<file path="config.mk">
export PLATFORM = sky130hd
export DESIGN_NAME = tristate_bus_arbiter
export DESIGN_NICKNAME = d
export VERILOG_FILES = /design/src/rtl/tristate_bus_arbiter.sv
export SDC_FILE = /design/constraint.sdc
export NUM_CORES = 1
export LEC_CHECK = 0
export ABC_CLOCK_PERIOD_IN_PS = 2000
export BUFFER_PORTS_ARGS = -buffer_cell sky130_fd_sc_hd__buf_2
export CAP_MARGIN = 30
export CORE_MARGIN = 1
export CORE_UTILIZATION = 55
export DETAILED_ROUTE_END_ITERATION = 12
export GPL_TIMING_DRIVEN = 0
export PLACE_DENSITY = 0.85
export SLEW_MARGIN = 20
export SYNTH_ARGS = -nofsm -noshare
export SYNTH_HDL_FRONTEND = slang
export SYNTH_SLANG_ARGS = --single-unit
export TNS_END_PERCENT = 1
</file>
<file path="constraint.sdc">
create_clock -name clk -period 2 [get_ports clk]
set_input_delay 0.4 -clock clk [delete_from_list [all_inputs] [get_ports clk]]
set_output_delay 0.4 -clock clk [all_outputs]
set_load 0.02 [all_outputs]
</file>
<file path="src/rtl/tristate_bus_arbiter.sv">
// Round-robin output-enable controller for a shared tri-state bus.
// Grants one driver at a time, limits each tenure to MAX_HOLD cycles and
// forces TURNAROUND idle cycles (all oe low) between consecutive owners.
module tristate_bus_arbiter #(
    parameter int N_MASTERS  = 4,
    parameter int MAX_HOLD   = 8,
    parameter int TURNAROUND = 1,
    parameter int OW         = $clog2(N_MASTERS)
) (
    input  logic                 clk,
    input  logic                 rst_n,
    input  logic [N_MASTERS-1:0] req,
    output logic [N_MASTERS-1:0] oe,
    output logic [OW-1:0]        owner,
    output logic                 bus_busy,
    output logic                 in_turn
);

    localparam int HW = $clog2(MAX_HOLD + 1);
    localparam int TW = $clog2(TURNAROUND + 1);

    localparam logic [HW-1:0] HOLD_LIMIT = HW'(MAX_HOLD);
    localparam logic [TW-1:0] TURN_LIMIT = TW'(TURNAROUND);
    localparam logic [OW-1:0] LAST_INIT  = OW'(N_MASTERS - 1);

    typedef enum logic [1:0] {
        IDLE  = 2'd0,
        GRANT = 2'd1,
        TURN  = 2'd2
    } state_t;

    state_t                 state_q, state_d;
    logic [HW-1:0]          hold_cnt_q, hold_cnt_d;
    logic [TW-1:0]          turn_cnt_q, turn_cnt_d;
    logic [OW-1:0]          last_owner_q, last_owner_d;
    logic [N_MASTERS-1:0]   oe_d;
    logic [OW-1:0]          owner_d;
    logic                   in_turn_d;
    logic [OW-1:0]          pick;
    logic                   any_req;

    // First requester found scanning upward from the one after `last`,
    // wrapping around, so the previous owner ends up with lowest priority.
    function automatic logic [OW-1:0] rr_pick(input logic [N_MASTERS-1:0] r,
                                              input logic [OW-1:0]        last);
        logic [OW-1:0] sel;
        logic [OW-1:0] cand;
        logic          found;
        int            idx;
        sel   = '0;
        found = 1'b0;
        for (int i = 1; i <= N_MASTERS; i++) begin
            idx  = (int'(last) + i) % N_MASTERS;
            cand = OW'(idx);
            if (!found && r[cand]) begin
                sel   = cand;
                found = 1'b1;
            end
        end
        return sel;
    endfunction

    function automatic logic [N_MASTERS-1:0] to_onehot(input logic [OW-1:0] i);
        logic [N_MASTERS-1:0] v;
        v    = '0;
        v[i] = 1'b1;
        return v;
    endfunction

    assign pick    = rr_pick(req, last_owner_q);
    assign any_req = |req;

    // Next-state and next-output decode for the IDLE/GRANT/TURN controller.
    always_comb begin
        state_d      = state_q;
        oe_d         = oe;
        owner_d      = owner;
        in_turn_d    = in_turn;
        hold_cnt_d   = hold_cnt_q;
        turn_cnt_d   = turn_cnt_q;
        last_owner_d = last_owner_q;

        case (state_q)
            IDLE: begin
                oe_d      = '0;
                in_turn_d = 1'b0;
                if (any_req) begin
                    oe_d       = to_onehot(pick);
                    owner_d    = pick;
                    hold_cnt_d = HW'(1);
                    state_d    = GRANT;
                end
            end

            GRANT: begin
                // Other requesters never preempt; only the owner dropping
                // its request or the tenure limit ends the grant.
                if (!req[owner] || (hold_cnt_q == HOLD_LIMIT)) begin
                    oe_d         = '0;
                    last_owner_d = owner;
                    in_turn_d    = 1'b1;
                    turn_cnt_d   = TW'(1);
                    state_d      = TURN;
                end else begin
                    hold_cnt_d = hold_cnt_q + 1'b1;
                end
            end

            TURN: begin
                oe_d      = '0;
                in_turn_d = 1'b1;
                if (turn_cnt_q < TURN_LIMIT) begin
                    turn_cnt_d = turn_cnt_q + 1'b1;
                end else begin
                    // Gap complete: hand the bus straight to the next
                    // requester, or fall back to IDLE if nobody wants it.
                    in_turn_d = 1'b0;
                    if (any_req) begin
                        oe_d       = to_onehot(pick);
                        owner_d    = pick;
                        hold_cnt_d = HW'(1);
                        state_d    = GRANT;
                    end else begin
                        state_d = IDLE;
                    end
                end
            end

            default: begin
                oe_d      = '0;
                in_turn_d = 1'b0;
                state_d   = IDLE;
            end
        endcase
    end

    // State and registered outputs; reset drops every oe line immediately.
    always_ff @(posedge clk or negedge rst_n) begin
        if (!rst_n) begin
            state_q      <= IDLE;
            hold_cnt_q   <= '0;
            turn_cnt_q   <= '0;
            last_owner_q <= LAST_INIT;
            oe           <= '0;
            owner        <= '0;
            bus_busy     <= 1'b0;
            in_turn      <= 1'b0;
        end else begin
            state_q      <= state_d;
            hold_cnt_q   <= hold_cnt_d;
            turn_cnt_q   <= turn_cnt_d;
            last_owner_q <= last_owner_d;
            oe           <= oe_d;
            owner        <= owner_d;
            bus_busy     <= |oe_d;
            in_turn      <= in_turn_d;
        end
    end

    // Two drivers must never be enabled together, and none during a gap.
    a_oe_onehot0: assert property (@(posedge clk) disable iff (!rst_n)
                                   $onehot0(oe));
    a_no_oe_in_turn: assert property (@(posedge clk) disable iff (!rst_n)
                                      !(in_turn && (oe != '0)));

endmodule

</file>
==> impl_metrics.json, run 1 <==
{
  "run_status": "finished clean",
  "fin_tns_setup_ns": 0,
  "synth_compound_area_share_pct": 20.9,
  "startpoint_type": "flop",
  "cts_sinks": 17,
  "yosysSeqAreaShare_pct": 40.9,
  "antenna_found_initial": 0,
  "setup_slack_ns": 0.161,
  "grt_max_degree": 18,
  "ctsRootBufferMaster": "clkbuf_4",
  "globalRouteOverflowTotal": 0,
  "hold_viol": 0,
  "cts_hold_buffers": 0,
  "layout_common_cells": "dfrtp_1 (15), buf_2 (13), inv_1 (8)",
  "fmax_ghz": 0.544,
  "synth_top_family_by_area": "compound AO/OA/AOI/OAI gates",
  "cp.required_ns": 2.17,
  "hpwl_um": 1490,
  "h-tree-depth": 1,
  "num_antenna_cells": 0,
  "maxCapViolCount": 0,
  "drv_slew": 0,
  "synthXorXnorAreaFrac_pct": 0,
  "place_congestion": 0.835,
  "vias_per_cell": 6.01,
  "fill_cells": 149,
  "die_h_um": 45.6,
  "post-cts-setup-buffer-count": 0,
  "start_util_pct": 59.9,
  "pre_cts_ws_ns": 0.183,
  "postLayoutCoreUtil_pct": 67.0,
  "wl_per_cell_um": 14.2,
  "worstMarginPinSlew_ns": 0.464,
  "layout.cells.most_common": "dfrtp_1",
  "ys_seq_elements": 17,
  "synth-edff-count": 0,
  "antenna_left": 0,
  "drt_first_iter_violations": 16,
  "grt_first_pass_wirelength_um": 3240,
  "powerDensity_mw_per_mm2": 1470,
  "rsz0062_at_grt": "false",
  "grt_usage_pct": 21.3,
  "path_max_fanout": 6,
  "end_kind": "flop",
  "vdd_drop_max_uv": 791,
  "synthAdderAreaFrac_pct": 8.37,
  "synth_area_leaders": "dfrtp_1 (36%), ha_1 (8.4%), dfstp_2 (5.0%)",
  "clk-insertion-delay-late_ns": 0.27,
  "port_buffers": 13,
  "finalClockSkew_ns": 0.00274,
  "fin_crit_sh_pct": 92.0,
  "die_w_um": 45.6,
  "critical_path_arrival_ns": 2.01,
  "cts_resized": 0,
  "synthSimpleGateAreaFrac_pct": 18.2,
  "crit_type": "reg -> reg",
  "synth_fp_nets": 110,
  "dr.pass1.iters": 4,
  "rows": 15,
  "cts_buffer_depth": 2,
  "syn-cell-area_mm2": 0.00105,
  "drc": 0,
  "drive_gt1_share_pct": 24.6,
  "setup_viol": 0,
  "synth_ff_type": "dfrtp_1",
  "drt-total-wl_um": 1980,
  "cts_tree": "done",
  "grt_pass1_vias": 750,
  "fin_crit_ns": 1.84,
  "io_pins": 14,
  "core_area_mm2": 0.00175,
  "clk_pin_slew_ns": 0.09,
  "yosys.area.top_type_share_pct": 35.9,
  "yosysWarnings": 0,
  "die-area_mm2": 0.00208,
  "syn_area_per_cell_um2": 10.8,
  "relSlewSlack_pct": 68.9,
  "nets": 128,
  "area_growth_pct": 11.7,
  "cellLeakagePower_nw": 0.542,
  "min_path_type": "in -> async",
  "yosys.area.top_type": "dfrtp_1",
  "muxShareOfSynthArea_pct": 8.01,
  "numCtsBuffers": 3,
  "vias": 836,
  "synth.distinct_cells": 41,
  "synthCells": 97,
  "async_flop_share_pct": 100
}
kinds of logic (layout without fill, tap and decap cells):
logic type / count (synthesis) / count (layout)
AO/OA/AOI/OAI: 30 / 30
AND/OR/NAND/NOR: 28 / 28
flip-flops: 17 / 17
buffers and inverters: 9 / 26
adder cells (fa/ha/maj): 7 / 7
multiplexers: 6 / 6
synthesized netlist by cell type, types with 2 or more instances:
cell       number
nand2_4         2
ha_1            7
dfstp_2         2
o211ai_1        2
o2bb2ai_1       2
o22a_1          2
nor4b_1         2
nand3b_1        2
a21boi_0        2
a32o_1          2
nand2b_1        3
a21o_1          2
inv_1           8
o21ai_0         3
mux2i_1         2
nand2_1         3
nor2_1          6
mux2_4          2
a21oi_1         7
dfrtp_1        15
where the power goes:
| part | internal (mW) | switching, mW | leakage, nW |
|---|---|---|---|
| clock | 0.0771 | 0.0962 | 0.0150 |
| combinational | 0.399 | 0.517 | 0.320 |
| sequential | 0.495 | 0.130 | 0.207 |
| total | 0.971 | 0.744 | 0.542 |
metrics by stage:
| stage | hold slack [ns] | instances | power [mW] | area [µm²] |
|---|---|---|---|---|
| final | 0.0249 | 139 | 1.71 | 1170 |
| after CTS | 0.0261 | 139 | 1.72 | 1170 |
| after floorplan | 0.104 | 97 | 1.31 | 1050 |
| after detailed placement | 0.340 | 135 | 1.54 | 1140 |
| after global placement | 0.335 | 135 | 1.51 | 1140 |
| after global routing | 0.0447 | 139 | 1.85 | 1170 |
per-layer routing:
layer | wire length, µm | vias to the layer above | track usage (%)
met5 | 0 | - | 0
met4 | 6 | 0 | 4.85
met3 | 72 | 2 | 2.38
met2 | 974 | 22 | 34.3
met1 | 926 | 412 | 30.7
li1 | - | 400 | -
cell type report:
cell class | instances | area (µm²) | area share [%]
plain buffers | 1 | 7.51 | 0.642
clock buffers | 4 | 26.3 | 2.25
inverters | 8 | 30.0 | 2.57
multi-input cells | 71 | 581 | 49.7
flip-flops and latches | 17 | 428 | 36.6
well taps | 25 | 31.3 | 2.68
repair buffers | 13 | 65.1 | 5.57
critical path: stages (launching register included):
cell and delay [ns]:
dfrtp_1 0.41, inv_1 0.09, ha_1 0.26, nor2b_1 0.20, nor2_1 0.29, nand2_1 0.12, a221o_1 0.36
flip-flops by register name, indices dropped and copies added, names as in the netlist:
signal        cells
state_q           2
oe                4
bus_busy          1
in_turn           1
last_owner_q      2
hold_cnt_q        4
turn_cnt_q        1
owner             2
path summary, 6_finish.rpt:
| path | startpoint | to | slack, ns | depth (start not counted) |
|---|---|---|---|---|
| max in group asynchronous | rst_n | last_owner_q[0]$_DFFE_PN1P_ | 1.67 | 1 |
| hold reg to reg | oe[2]$_DFF_PN0_ | oe[2]$_DFF_PN0_ | 0.53 | 1 |
| setup / recovery | state_q[0]$_DFFE_PN0P_ | hold_cnt_q[3]$_DFFE_PN0P_ | 0.16 | 6 |
| setup reg to reg | state_q[0]$_DFFE_PN0P_ | hold_cnt_q[3]$_DFFE_PN0P_ | 0.16 | 6 |
| min in group clk | oe[2]$_DFF_PN0_ | oe[2]$_DFF_PN0_ | 0.53 | 1 |
| hold / removal | rst_n | hold_cnt_q[1]$_DFFE_PN0P_ | 0.02 | 1 |
Note: power is estimated with default switching activity, not from simulation.
==> inputs of run 2 (changes only) <==
- BUFFER_PORTS_ARGS: -buffer_cell sky130_fd_sc_hd__buf_2 -> unset
- CORE_UTILIZATION: 55 -> 59
- DONT_BUFFER_PORTS: unset -> 1
- PLACE_DENSITY: 0.85 -> 0.83
==> impl_metrics.json, run 2 (synthesis results as in run 1) <==
{
  "grtUsageMet1_pct": 30.8,
  "area_growth_pct": 5.50,
  "grt_max_degree": 18,
  "hold_viol": 0,
  "post-cts-setup-buffer-count": 0,
  "rows": 14,
  "fill_cells": 124,
  "maxCapViolCount": 0,
  "grt_usage_pct": 22.4,
  "startpoint_type": "flop",
  "finalClockSkew_ns": 0.00510,
  "relSlewSlack_pct": 50.1,
  "crit_type": "reg -> reg",
  "drt_first_iter_violations": 20,
  "cp.required_ns": 2.18,
  "use_met2_pct": 36.5,
  "fin_tns_setup_ns": 0,
  "wl_per_cell_um": 16.2,
  "clk_pin_slew_ns": 0.10,
  "grt_busiest_layer": "met2",
  "drc": 1,
  "place_congestion": 0.750,
  "core_area_mm2": 0.00158,
  "cts_buffer_depth": 2,
  "antenna_found_initial": 0,
  "hpwl_um": 1440,
  "path_max_fanout": 6,
  "fin_crit_sh_pct": 91.8,
  "numCtsBuffers": 3,
  "start_util_pct": 66.3,
  "setup_viol": 0,
  "grt_pass1_vias": 728,
  "failed_checks": "DRC",
  "globalRouteOverflowTotal": 0,
  "postLayoutCoreUtil_pct": 70.0,
  "drt-total-wl_um": 1910,
  "cts_tree": "done",
  "end_kind": "flop",
  "cellLeakagePower_nw": 0.492,
  "fin_crit_ns": 1.84,
  "drv_slew": 0,
  "seq_area_um2": 428,
  "nets": 116,
  "cts_sinks": 17,
  "io_pins": 14,
  "vdd_drop_max_uv": 884,
  "powerDensity_mw_per_mm2": 1490,
  "vias_per_cell": 6.36,
  "ctsRootBufferMaster": "clkbuf_4",
  "reg_top3": "hold_cnt_q: 4 flops, oe: 4 flops",
  "layout.cells.most_common": "dfrtp_1",
  "h-tree-depth": 1,
  "drive_gt1_share_pct": 15.7,
  "port_buffers": 0,
  "num_antenna_cells": 0,
  "multiInputGateArea_um2": 581,
  "antenna_left": 0,
  "die-area_mm2": 0.00195,
  "worstMarginPinSlew_ns": 0.747,
  "critical_path_arrival_ns": 2.02,
  "clk-insertion-delay-late_ns": 0.29,
  "die_w_um": 44.1,
  "use_met3_pct": 4.49,
  "layout_common_cells": "dfrtp_1 (15), inv_1 (8), a21oi_1 (7), ha_1 (7), nor2_1 (6)",
  "min_path_type": "in -> reg",
  "vias": 750,
  "dr.pass1.iters": 10,
  "grt_first_pass_wirelength_um": 3210,
  "rsz0062_at_grt": "false",
  "fmax_ghz": 0.545,
  "power_mw": 1.64,
  "run_status": "finished, violations left",
  "die_h_um": 44.1
}
run 2: final cells by class:
class	count	area share, %
Clock buffer	3	2.04
Tap cell	16	1.81
Buffer	1	0.680
Sequential cell	17	38.8
Timing Repair Buffer	1	0.907
Multi-Input combinational cell	71	52.6
Clock inverter	1	0.454
Inverter	8	2.72
run 2: critical path: stages, from the launching register on:
cell     delay [ns]
dfrtp_1        0.42
inv_1          0.09
ha_1           0.26
nor2b_1        0.20
nor2_1         0.29
nand2_1        0.12
a221o_1        0.35
run 2: stage by stage:
| step | worst slack [ns] | hold WS (ns) | instances | area (µm²) |
|---|---|---|---|---|
| detailed placement | 0.174 | 0.105 | 113 | 1070 |
| finish | 0.164 | 0.376 | 118 | 1100 |
| floorplan | 0.355 | 0.104 | 97 | 1050 |
| CTS | 0.169 | 0.370 | 118 | 1100 |
| global route | 0.000757 | 0.386 | 118 | 1100 |
| global placement | 0.215 | 0.105 | 113 | 1070 |
run 2: where the power goes:
part	switching [mW]	internal (mW)
sequential	0.239	0.493
combinational	0.382	0.349
clock	0.107	0.0743
total	0.727	0.916
run 2: what timing repair did:
action,4_1_cts,5_1_grt
hold endpoints to repair,17,0
hold buffers,1,0
gates resized for setup,0,0
run 2: metal layers:
layer | vias up | part of all wire (%)
met5 | - | 0
met4 | 0 | 0.47
met3 | 2 | 5.2
met2 | 18 | 45
met1 | 356 | 49
li1 | 374 | -
run 2: worst paths after layout:
kind	start	end	slack (ns)	cells past startpoint
setup / recovery	state_q[0]$_DFFE_PN0P_	hold_cnt_q[3]$_DFFE_PN0P_	0.16	6
hold / removal	req[0]	owner[0]$_DFFE_PN0P_	0.38	2
setup reg to reg	state_q[0]$_DFFE_PN0P_	hold_cnt_q[3]$_DFFE_PN0P_	0.16	6
hold reg to reg	turn_cnt_q$_DFFE_PN0P_	turn_cnt_q$_DFFE_PN0P_	0.54	1
max in group asynchronous	rst_n	oe[3]$_DFF_PN0_	0.92	1
min in group asynchronous	rst_n	hold_cnt_q[3]$_DFFE_PN0P_	0.61	1
